`src/rtl/image_copy_master.sv`:
```
// Block-copy bus initiator: moves len words from src_base to dst_base (RAM only).
// Ports: i_clk/i_rst (sync, active-high); i_start, i_abort, i_src_base, i_dst_base,
//        i_len: request side; o_busy, o_done, o_err, o_count: status;
//        o_addr, o_we, o_wd, i_rd: single-port memory bus (RD_LAT = 0 or 1).
module image_copy_master #(
   parameter int unsigned RD_LAT = 1,
   parameter logic [31:0] RAM_LO = 32'd152100,
   parameter logic [31:0] RAM_HI = 32'd304455,
   parameter logic [31:0] MEM_HI = 32'd304455
) (
   input  logic        i_clk,
   input  logic        i_rst,
   input  logic        i_start,
   input  logic        i_abort,
   input  logic [31:0] i_src_base,
   input  logic [31:0] i_dst_base,
   input  logic [31:0] i_len,
   output logic        o_busy,
   output logic        o_done,
   output logic        o_err,
   output logic [31:0] o_count,
   output logic [31:0] o_addr,
   output logic        o_we,
   output logic [31:0] o_wd,
   input  logic [31:0] i_rd
);

   typedef enum logic [2:0] {
      S_IDLE, S_CHECK, S_READ, S_WAIT, S_WRITE, S_DONE
   } state_t;

   state_t      r_state;
   state_t      w_next;
   logic [31:0] r_src;
   logic [31:0] r_dst;
   logic [31:0] r_len;
   logic [31:0] r_data;
   logic [31:0] r_count;
   logic        r_err;

   // End addresses in 33 bits so a huge base+len cannot wrap past the limits.
   logic [32:0] w_src_end;
   logic [32:0] w_dst_end;
   logic        w_bad;
   logic        w_last;

   assign w_src_end = {1'b0, r_src} + {1'b0, r_len} - 33'd1;
   assign w_dst_end = {1'b0, r_dst} + {1'b0, r_len} - 33'd1;
   assign w_bad     = (r_dst < RAM_LO)
                   || (w_dst_end > {1'b0, RAM_HI})
                   || (w_src_end > {1'b0, MEM_HI});
   // The word index and the written-word count are the same quantity.
   assign w_last    = ((r_count + 32'd1) == r_len);

   always_ff @(posedge i_clk) begin
      if (i_rst) r_state <= S_IDLE;
      else       r_state <= w_next;
   end

   always_comb begin
      w_next = r_state;
      unique case (r_state)
         S_IDLE:  if (i_start) w_next = S_CHECK;
         S_CHECK: begin
            if (r_len == 32'd0) w_next = S_DONE;
            else if (w_bad)     w_next = S_DONE;
            else                w_next = S_READ;
         end
         S_READ: begin
            if (i_abort)          w_next = S_DONE;
            else if (RD_LAT == 0) w_next = S_WRITE;
            else                  w_next = S_WAIT;
         end
         S_WAIT:  w_next = i_abort ? S_DONE : S_WRITE;
         S_WRITE: w_next = (i_abort || w_last) ? S_DONE : S_READ;
         S_DONE:  w_next = S_IDLE;
         default: w_next = S_IDLE;
      endcase
   end

   // Bus and status are decoded from registered state only.
   always_comb begin
      o_busy = 1'b0;
      o_done = 1'b0;
      o_addr = 32'd0;
      o_we   = 1'b0;
      o_wd   = 32'd0;
      unique case (r_state)
         S_IDLE:  ;
         S_CHECK: o_busy = 1'b1;
         S_READ, S_WAIT: begin
            o_busy = 1'b1;
            o_addr = r_src + r_count;
         end
         S_WRITE: begin
            o_busy = 1'b1;
            o_addr = r_dst + r_count;
            o_we   = 1'b1;
            o_wd   = r_data;
         end
         S_DONE:  o_done = 1'b1;
         default: ;
      endcase
   end

   always_ff @(posedge i_clk) begin
      if (i_rst) begin
         r_src   <= 32'd0;
         r_dst   <= 32'd0;
         r_len   <= 32'd0;
         r_data  <= 32'd0;
         r_count <= 32'd0;
         r_err   <= 1'b0;
      end else begin
         unique case (r_state)
            S_IDLE: begin
               if (i_start) begin
                  r_src   <= i_src_base;
                  r_dst   <= i_dst_base;
                  r_len   <= i_len;
                  r_count <= 32'd0;
                  r_err   <= 1'b0;
               end
            end
            S_CHECK: begin
               if ((r_len != 32'd0) && w_bad) r_err <= 1'b1;
            end
            S_READ: begin
               if (i_abort)          r_err  <= 1'b1;
               else if (RD_LAT == 0) r_data <= i_rd;
            end
            S_WAIT: begin
               if (i_abort) r_err  <= 1'b1;
               else         r_data <= i_rd;
            end
            S_WRITE: begin
               if (r_count != r_len) r_count <= r_count + 32'd1;
               if (i_abort)          r_err   <= 1'b1;
            end
            S_DONE:  ;
            default: ;
         endcase
      end
   end

   assign o_err   = r_err;
   assign o_count = r_count;

endmodule

```
`config.mk`:
```
export PLATFORM = sky130hd
export DESIGN_NAME = image_copy_master
export DESIGN_NICKNAME = d
export VERILOG_FILES = /design/src/rtl/image_copy_master.sv
export SDC_FILE = /design/constraint.sdc
export NUM_CORES = 1
export LEC_CHECK = 0
export BUFFER_PORTS_ARGS = -buffer_cell sky130_fd_sc_hd__buf_2
export CORE_MARGIN = 2
export CORE_UTILIZATION = 40
export CTS_CLUSTER_SIZE = 12
export DETAILED_ROUTE_END_ITERATION = 8
export PLACE_DENSITY = 0.68
export SYNTH_ARGS = -nofsm -noshare
export SYNTH_HDL_FRONTEND = slang
export SYNTH_SLANG_ARGS = --single-unit
```
`constraint.sdc`:
```
create_clock -name i_clk -period 4.53 [get_ports i_clk]
set_input_delay 0 -clock i_clk [delete_from_list [all_inputs] [get_ports i_clk]]
set_output_delay 0 -clock i_clk [all_outputs]
set_load 0.1 [all_outputs]
```
==> impl_metrics.env <==
export IMPL_ff2ff_path_depth=15
export IMPL_dp_final_hpwl_um=44300
export IMPL_yosys_area_share_simple_pct=25.6
export IMPL_synth_sequential_area_ratio_pct=21.4
export IMPL_drv_max_cap_violation_count=0
export IMPL_antenna_cells_inserted=0
export IMPL_detailedRoute_firstIterationViolations=1331
export IMPL_nature_of_the_critical_path_endpoint="output pin"
export IMPL_cts_root_buf="clkbuf_16"
export IMPL_main_combinational_cell_family_by_area_after_synthesis="simple AND/OR/NAND/NOR gates"
export IMPL_timing_hold_worst_path_depth=2
export IMPL_slew_limit_headroom_pct=24.2
export IMPL_core_area_mm2=0.0378
export IMPL_drt_first_pass_iters=5
export IMPL_place_congestion=1.00
export IMPL_cts_tree="done"
export IMPL_cts_inserted_buffers=17
export IMPL_place_port_buffers=231
export IMPL_async_flop_share_pct=0
export IMPL_die_width_um=200
export IMPL_cp_common_cell="a31oi_4"
export IMPL_holdCritPathClass="in -> reg"
export IMPL_critical_path_max_stage_delay_ns=0.40
export IMPL_post_synth_inst_count=2231
export IMPL_cellLeakagePower_nw=8.76
export IMPL_holdCritStartpoint="i_rst"
export IMPL_worst_r2r_startpoint="r_len[12]$_SDFFE_PP0P_"
export IMPL_yosys_cell_types_count=91
export IMPL_largest_buffer_count_on_any_clock_path=2
export IMPL_tmin_final_ns=4.33
export IMPL_drt_drc_violations_left=0
export IMPL_grt_pass1_vias=16700
export IMPL_grt_overflow_total=0
export IMPL_floorplan_io_pins=232
export IMPL_mostFrequentLayoutCells="375 x nand2_1, 259 x a21oi_1, 255 x inv_1, 204 x buf_2, 163 x dfxtp_1"
export IMPL_totalWireLength_um=58800
export IMPL_dominantRegCellSynth="dfxtp_1"
export IMPL_synth_enable_flop_cells=0
export IMPL_yosysWarnings=0
export IMPL_post_drt_via_cell_ratio=5.64
export IMPL_hold_end="o_count[0]$_SDFFE_PP0P_"
export IMPL_placement_cell_area_mm2=0.0176
export IMPL_fp_row_count=71
export IMPL_synth_adder_area_share_pct=13.3
export IMPL_critical_path_top_delay_family="compound AO/OA/AOI/OAI gates"
export IMPL_r2r_end="r_state[2]$_SDFFE_PP0P_"
export IMPL_run_status="finished clean"
export IMPL_stdcell_area_mm2=0.0197
export IMPL_area_growth_synth_to_final_pct=28.6
export IMPL_ys_ff_latch=164
export IMPL_synth_compound_area_share_pct=23.4
export IMPL_xor_xnor_fraction_of_synth_area_pct=6.62
export IMPL_mappedNetlistNets=2524
export IMPL_path_cells="nor2_4, nand2_4, inv_8, nand2_1, o21ai_1, ha_2, inv_1, fa_2, nor2b_2, o21a_1, o21ai_2, a21oi_2, o211a_1, o31ai_4, o311a_1, a31oi_4, a31oi_4, o31a_1, mux2i_4, buf_12"
export IMPL_initial_antenna_violation_count=0
export IMPL_timing_final_setup_violations=0
export IMPL_final_layout_size_suffix_gt1_share_pct=15.5
export IMPL_irDropWorstVdd_mv=0.395
export IMPL_wl_per_cell_um=19.0
export IMPL_power_density_cell_area_mw_per_mm2=413
export IMPL_cp_max_fo=7
export IMPL_floorplan_initialDensity_pct=40.6
export IMPL_startpoint="r_state[0]$_SDFFE_PP0P_"
export IMPL_clock_sink_count=164
export IMPL_cts_htree_levels=4
export IMPL_worstPathRequired_ns=4.53
export IMPL_cts_clk_slew_worst_paths_ns=0.07
export IMPL_cp_arrival_ns=4.33
export IMPL_routed_via_count=17400
export IMPL_crit_path_start_kind="flop"
export IMPL_final_hold_violation_count=0
export IMPL_max_slew_worst_pin_slew_ns=1.14
export IMPL_largest_net_degree_at_the_start_of_global_routing=98
export IMPL_final_period_utilization_pct=95.6
export IMPL_cp_slowest_cell="o311a_1"
export IMPL_fmaxAchievable_mhz=231
export IMPL_layout_commonest_cell="nand2_1"
export IMPL_fp_dieArea_mm2=0.0399
export IMPL_timing_max_transition_violations_final=0
export IMPL_worstPathBufferInverterCount=3
export IMPL_global_route_usage_total_pct=28.9
export IMPL_grt_pass1_wl_um=89400
export IMPL_critPathKind="reg -> out"
export IMPL_layout_nets=2857
export IMPL_r2r_setup_slack_ns=0.22
export IMPL_final_setup_skew_ns=0.0132
export IMPL_die_h_um=200
export IMPL_synthesis_area_mm2=0.0153
export IMPL_synthMuxAreaShare_pct=0.457
export IMPL_synth_avg_cell_area_um2=6.88
export IMPL_fill_cells=3645
export IMPL_fin_total_pwr_mw=8.14
export IMPL_clk_insertion_delay_late_ns=0.47
export IMPL_antenna_violating_nets_post_route=0
## kinds of logic (layout without fill, tap and decap cells)
| kind of cell | count (synthesis) | after routing |
|---|---|---|
| AND/OR/NAND/NOR | 824 | 824 |
| multiplexers | 7 | 7 |
| flip-flops | 164 | 164 |
| AO/OA/AOI/OAI | 588 | 588 |
| buffers and inverters | 371 | 717 |
| adder cells (fa/ha/maj) | 161 | 161 |
| XOR/XNOR | 116 | 116 |
## per-layer routing
metal	part of all wire (%)	vias up	wire (um)	GRT usage [%]
met1	42	8116	24700	36.5
met3	7.0	160	4140	5.04
met4	5.0	0	2950	13.9
met5	0	-	0	0
li1	-	8388	-	-
met2	46	744	27100	47.8
## synthesized netlist by cell type, types with 39 or more instances
library cell,n,area (um2)
o21ai_0,115,576
clkbuf_1,93,349
xor2_1,44,385
and3_1,46,288
nor2_1,123,462
ha_1,158,1980
a21oi_1,263,1320
nor3_1,39,195
nand2_1,378,1420
nand4_1,39,244
inv_1,256,961
xnor2_1,72,631
nand3_1,46,230
dfxtp_1,164,3280
## cell type report
cell class	instances	area (um2)	share of cell area, %
inverter	257	972	4.93
clock buffer	18	429	2.18
clock inverter	14	168	0.850
sequential	164	3280	16.6
timing repair buffer	428	3380	17.2
tap	511	639	3.24
multi-input combinational	1696	10800	55.0
## per-stage QoR
| stage | util (%) | hold WS [ns] | worst slack [ns] | setup TNS, ns | cells |
|---|---|---|---|---|---|
| floorplan | - | 0.136 | 0.0280 | 0 | 2231 |
| global placement | 46.6 | 0.240 | 0.295 | 0 | 2915 |
| detailed placement | 46.6 | 0.245 | 0.169 | 0 | 2915 |
| CTS | 51.8 | 0.0261 | 0.0389 | 0 | 3081 |
| global route | 52.2 | 0.0531 | -0.0152 | -0.0152 | 3088 |
| finish | 52.2 | 0.0489 | 0.201 | 0 | 3088 |
## timing repair
item,CTS,global route
setup buffers,5,7
endpoints found under the setup margin,5,10
hold endpoints to repair,128,0
resized for setup,9,25
pin swaps,3,12
gates cloned,1,0
hold buffers,128,0
## worst reg2reg max path: cells and delay by family, from the launching register on
family	cells	cell delay [ns]
and+or+nand+nor	7	2.07
adders and majority gates	2	0.80
AOI/OAI and AO/OA	3	0.52
DFF	1	0.46
buffers and inverters	2	0.21
xor gates and xnor gates	1	0.10
## registers in the layout, summed over array words and instances, names as in the netlist
signal and count:
o_count 32, r_data 32, r_dst 32, r_len 32, r_src 32, r_state 3, o_err 1
## power by group
group	total (mW)	switching, mW	internal (mW)	leakage [nW]
registers	1.67	0.120	1.55	1.34
clock network	1.55	0.761	0.789	0.282
logic	4.92	3.08	1.84	7.14
## how the worst max path moves through the flow
| stage | endpoint | cells past startpoint |
|---|---|---|
| detailed placement | o_addr[27] | 18 |
| floorplan | o_addr[30] | 22 |
| finish | o_addr[30] | 20 |
| CTS | o_addr[30] | 20 |
| global placement | o_addr[27] | 18 |
| global route | o_addr[30] | 20 |
Note: power is estimated with default switching activity, not from simulation.
